$ cat config.mk
export PLATFORM = sky130hd
export DESIGN_NAME = fe_hazard_ctrl
export DESIGN_NICKNAME = d
export VERILOG_FILES = /design/src/rtl/fe_hazard_ctrl_pkg.sv /design/src/rtl/fe_hazard_perf.sv /design/src/rtl/fe_hazard_ctrl.sv
export SDC_FILE = /design/constraint.sdc
export NUM_CORES = 1
export LEC_CHECK = 0
export BUFFER_PORTS_ARGS = -buffer_cell sky130_fd_sc_hd__buf_4
export CORE_MARGIN = 2
export CORE_UTILIZATION = 35
export DETAILED_ROUTE_END_ITERATION = 16
export PLACE_DENSITY_LB_ADDON = 0.2
export SETUP_SLACK_MARGIN = 0.2
export SLEW_MARGIN = 20
export SYNTH_ARGS = -nofsm -noshare
export SYNTH_HDL_FRONTEND = slang
export SYNTH_SLANG_ARGS = --single-unit
$ cat constraint.sdc
create_clock -name clk -period 2.2 [get_ports clk]
set_clock_uncertainty 0.15 [all_clocks]
set_input_delay 0.33 -clock clk [delete_from_list [all_inputs] [get_ports clk]]
set_output_delay 0.33 -clock clk [all_outputs]
set_load 0.02 [all_outputs]
$ cat src/rtl/fe_hazard_ctrl_pkg.sv
// fe_hazard_ctrl_pkg: shared PC-select and controller state encodings for the hazard sequencer.
package fe_hazard_ctrl_pkg;
  typedef enum logic [1:0] {PCSEL_NEXT = 2'b00, PCSEL_HOLD = 2'b01, PCSEL_TARGET = 2'b10} pc_sel_e;
  typedef enum logic [1:0] {HZ_RUN = 2'b00, HZ_REDIRECT = 2'b01, HZ_HALT = 2'b10} hz_state_e;
  localparam int FROM_HZ_TO_FE_WIDTH = 4;
  localparam int FROM_HZ_TO_DE_WIDTH = 2;
endpackage

$ cat src/rtl/fe_hazard_perf.sv
// fe_hazard_perf: hold/flush/redirect event counters, built only with FE_HAZARD_PERF_EN.
`ifdef FE_HAZARD_PERF_EN
module fe_hazard_perf (
  input  logic        clk,
  input  logic        reset,
  input  logic        fe_hold,
  input  logic        fe_flush,
  input  logic        redirect,
  output logic [31:0] perf_stall_cyc,
  output logic [31:0] perf_flush_cyc,
  output logic [31:0] perf_redirects
);
  always_ff @(posedge clk or negedge reset)
    if (!reset) begin
      perf_stall_cyc <= '0;
      perf_flush_cyc <= '0;
      perf_redirects <= '0;
    end else begin
      perf_stall_cyc <= perf_stall_cyc + 32'(fe_hold);
      perf_flush_cyc <= perf_flush_cyc + 32'(fe_flush);
      perf_redirects <= perf_redirects + 32'(redirect);
    end
endmodule
`endif

$ cat src/rtl/fe_hazard_ctrl.sv
// fe_hazard_ctrl: stall/flush/redirect sequencer for FE and DE latches; FE_HAZARD_PERF_EN adds perf counters.
module fe_hazard_ctrl
  import fe_hazard_ctrl_pkg::*;
#(
  parameter int DBITS         = 32,
  parameter int FLUSH_CYCLES  = 1,
  parameter int STALL_TIMEOUT = 255,
  parameter int CNT_W         = 8
) (
  input  logic             clk,
  input  logic             reset,
  input  logic             de_stall_req,
  input  logic             mem_stall_req,
  input  logic             agex_br_taken,
  input  logic [DBITS-1:0] agex_br_target,
  input  logic             wb_halt_req,
  input  logic             resume,
  output logic [1:0]       fe_pc_sel,
  output logic [DBITS-1:0] fe_pc_target,
  output logic             fe_hold,
  output logic             fe_flush,
  output logic             de_hold,
  output logic             de_bubble,
  output logic             halted,
  output logic             stall_timeout
`ifdef FE_HAZARD_PERF_EN
  ,
  output logic [31:0]      perf_stall_cyc,
  output logic [31:0]      perf_flush_cyc,
  output logic [31:0]      perf_redirects
`endif
);
  hz_state_e        state, state_nx;
  logic [3:0]       fcnt, fcnt_nx;
  logic [CNT_W-1:0] scnt;
  logic             to_q, hit;
  pc_sel_e          sel;
  logic             fh, ff, dh, db;
  always_comb begin
    state_nx = state;
    fcnt_nx  = fcnt;
    sel      = PCSEL_NEXT;
    {fh, ff, dh, db} = '0;
    case (state)
      HZ_HALT: begin
        sel = PCSEL_HOLD;
        {ff, db} = 2'b11;
        state_nx = resume ? HZ_RUN : HZ_HALT;
      end
      HZ_REDIRECT: begin
        ff  = 1'b1;
        sel = mem_stall_req ? PCSEL_HOLD : PCSEL_NEXT;
        if (wb_halt_req) state_nx = HZ_HALT;
        else if (!mem_stall_req) begin
          fcnt_nx  = fcnt - 4'd1;
          state_nx = (fcnt == 4'd1) ? HZ_RUN : HZ_REDIRECT;
        end
      end
      default:
        if (wb_halt_req) begin
          sel = PCSEL_HOLD;
          {ff, db} = 2'b11;
          state_nx = HZ_HALT;
        end else if (mem_stall_req) begin
          sel = PCSEL_HOLD;
          {fh, dh} = 2'b11;
        end else if (agex_br_taken) begin
          sel = PCSEL_TARGET;
          {ff, db} = 2'b11;
          if (FLUSH_CYCLES > 1) begin
            state_nx = HZ_REDIRECT;
            fcnt_nx  = 4'(FLUSH_CYCLES - 1);
          end
        end else if (de_stall_req) begin
          sel = PCSEL_HOLD;
          {fh, dh, db} = 3'b111;
        end
    endcase
  end
  // Outputs are forced idle while reset is held, not just after the state register clears.
  assign fe_pc_sel     = reset ? sel : PCSEL_NEXT;
  assign fe_pc_target  = (fe_pc_sel == PCSEL_TARGET) ? agex_br_target : '0;
  assign fe_hold       = reset & fh;
  assign fe_flush      = reset & ff;
  assign de_hold       = reset & dh;
  assign de_bubble     = reset & db;
  assign halted        = reset & (state == HZ_HALT);
  assign hit           = fe_hold && (scnt >= CNT_W'(STALL_TIMEOUT - 1));
  assign stall_timeout = to_q | hit;
  always_ff @(posedge clk or negedge reset)
    if (!reset) begin
      state <= HZ_RUN;
      fcnt  <= '0;
      scnt  <= '0;
      to_q  <= 1'b0;
    end else begin
      state <= state_nx;
      fcnt  <= fcnt_nx;
      scnt  <= fe_hold ? (&scnt ? scnt : scnt + 1'b1) : '0;
      to_q  <= to_q | hit;
    end
`ifdef FE_HAZARD_PERF_EN
  fe_hazard_perf u_perf (
    .clk            (clk),
    .reset          (reset),
    .fe_hold        (fe_hold),
    .fe_flush       (fe_flush),
    .redirect       (fe_pc_sel == PCSEL_TARGET),
    .perf_stall_cyc (perf_stall_cyc),
    .perf_flush_cyc (perf_flush_cyc),
    .perf_redirects (perf_redirects)
  );
`endif
endmodule
==> impl_metrics.yaml <==
floorplanning:
  core_mm2: 0.003337
  rows: 21
  initial_core_util: 0.3660
  die_w_um: 63.07
  die_area_mm2: 0.003978
  pin_count: 79
  die_h_um: 63.07
final_layout:
  final-instance-count-excl-fill: 282
  design_area_mm2: 0.002118
  fin_util: 0.6348
  final-seq-area_um2: 375.4
  area_growth_pct: 73.46
  drive_gt1_frac: 0.5339
  antenna_cells: 0
  multiInputGateArea_um2: 834.6
  nets: 283
  fillers: 290
setup_path:
  cpPeakStageDelay_ns: 0.43
  required_ns: 1.72
  cp-start-kind: "register"
  crit_chain: "ha_4, nand2b_4, nor3_4, buf_4, buf_12, and2_1, buf_4"
  cp_max_fo: 17
  crit_type: "reg -> out"
  arrival_ns: 1.74
  critPathBufInv: 3
  crit_path_frequent_cell: "buf_4"
  critPathTopFamily: "flip-flops"
  worst_path_max_delay_cell: "dfrtp_1"
  endpoint_kind: "output port"
timing:
  tightest_slew_ns: 0.4529
  whs_ns: 0.1308
  fmax_mhz: 450.5
  fin_crit_sh: 1.009
  worst_slack_ns: -0.01966
  tns_ns: -0.3705
  drv_slew: 0
  slew_headroom: 0.6974
  hold_violations: 0
  rsz0062_at_grt: "true"
  finalSetupViolCount: 32
  min_period_ns: 2.220
synth:
  synth_ff_type: "dfrtp_1"
  netlist.top_cell.by_area: "dfrtp_1"
  seq_area_frac_synth: 0.3074
  synth_area_leaders: "dfrtp_1 31%, and2_1 17%, ha_1 7.2%"
  syn_nets: 187
  synth_edf_count: 0
  yosys.area.top_type_share: 0.3074
  yosysWarnings: 0
  synth_area_mm2: 0.001221
  synth-seq-cells: 15
  ys_types: 41
  synth_area_per_cell_um2: 8.661
  async_flop_share: 1.000
  synth_cells: 141
clock_tree:
  cts_tree: "done"
  ctsHtreeMaxLevel: 1
  cts_buffers: 3
  clockBufferDepth: 2
  clock-sinks: 15
  clock_latency_ns: 0.28
  path_clk_slew_ns: 0.09
  cts_root_buf: "clkbuf_4"
drt:
  vias: 1368
  routed_wirelength_mm: 3.697
  drc_errors: 0
  viasPerCell: 4.851
  ant_nets: 0
  first_pass_iters: 4
  wl_per_cell_um: 13.11
  drt_iter0_drc: 24
placement:
  gp_congestion: 0.8090
  hpwl_mm: 2.699
  io_buffers: 78
  placed_area_mm2: 0.001858
  placed_cells: 261
job:
  drv_cap: 0
status:
  violations: "setup timing"
  outcome: "finished, violations left"
global_route:
  grt_pass1_vias: 1279
  grt_util_all_layers: 0.1794
  grt_pass1_wl_mm: 5.830
  grt_antenna_before_repair: 0
  grt_max_degree: 18
  grt-ovfl-total: 0
pwr:
  p_leak_nw: 1.033
  peakVddDrop_mv: 0.3347
  p_per_area_mw_per_mm2: 462.4
min_path:
  min_path_type: "in -> reg"
-- cell usage after synthesis (3+ instances only) --
master	n
and2_1	33
dfrtp_1	15
inv_1	11
nor3_1	9
a21oi_1	8
ha_1	7
nand2_1	6
buf_6	3
nor2_1	3
nor2b_1	3
xnor2_1	3
-- per-layer routing --
metal | global-route usage | share of wire
met1 | 0.2063 | 0.39
met2 | 0.3205 | 0.51
met3 | 0.05179 | 0.085
met4 | 0.05278 | 0.019
met5 | 0 | 0
-- path summary, 6_finish.rpt --
kind | to | depth (start not counted) | slack [ns] | from
max reg2reg | state[0] | 7 | 0.22 | state[0]
min | state[0] | 2 | 0.13 | wb_halt_req
max in group asynchronous | fcnt[2] | 3 | 1.17 | reset
min reg2reg | to_q | 1 | 0.33 | to_q
max | fe_pc_target[3] | 7 | -0.02 | state[1]
min in group asynchronous | state[1] | 2 | 0.30 | reset
-- what timing repair did --
| item | CTS | global route |
|---|---|---|
| hold buffers | 1 | 0 |
| gates cloned | 1 | 0 |
| pin swaps | 5 | 4 |
| buffers inserted | 10 | 5 |
| endpoints found under the hold margin | 15 | 0 |
| resized for setup | 13 | 9 |
| setup endpoints to repair | 39 | 39 |
-- area by class of cell --
type                            instances  area share
Clock buffer                            3     0.01063
Inverter                               11     0.01949
Tap cell                               46     0.02717
Clock inverter                          1    0.002363
Timing Repair Buffer                   97      0.3692
Sequential cell                        15      0.1772
Multi-Input combinational cell        109      0.3940
-- state kept, by name (all words and copies together), names as in the netlist --
signal,count
fcnt,4
scnt,8
state,2
to_q,1
-- placed cells by master, fill, tap and decap left out, types with 5 or more instances in the layout --
cell,count
ha_1,5
dfrtp_1,15
and2_2,9
inv_1,9
buf_6,5
and2_1,24
nand2_1,6
buf_4,89
nor3_1,9
a21oi_1,6
-- cells by family (layout without fill, tap and decap cells) --
logic type,after synthesis,in the layout,share of synthesized area
DFF,15,15,0.3074
adders and majority gates,7,7,0.07172
muxes,1,1,0.008197
and+or+nand+nor,73,73,0.3760
xor gates and xnor gates,3,3,0.02152
AOI/OAI and AO/OA,25,25,0.1393
buffers and inverters,17,112,0.07582
-- per-stage QoR --
stage	setup WS [ns]	power [mW]
CTS	-0.01181	0.9169
floorplan	0.2142	0.5243
finish	-0.01966	0.9796
global route	-0.09552	1.029
detailed placement	0.1472	0.6706
global placement	0.1867	0.6622
-- worst register-to-register path: cells and delay by family, from the launching register on --
| family | cells | cell delay, ns |
|---|---|---|
| adder cells (fa/ha/maj) | 1 | 0.22 |
| buffers and inverters | 4 | 0.47 |
| flip-flops | 1 | 0.40 |
| AO/OA/AOI/OAI | 1 | 0.15 |
| AND/OR/NAND/NOR | 1 | 0.52 |
-- where the power goes --
| part | internal (mW) | switching, mW | leakage [nW] |
|---|---|---|---|
| sequential | 0.289 | 0.0165 | 0.202 |
| clock | 0.0675 | 0.0914 | 0.0177 |
| combinational | 0.285 | 0.230 | 0.814 |
| total | 0.642 | 0.338 | 1.03 |
(Power assumes the default switching activity.)
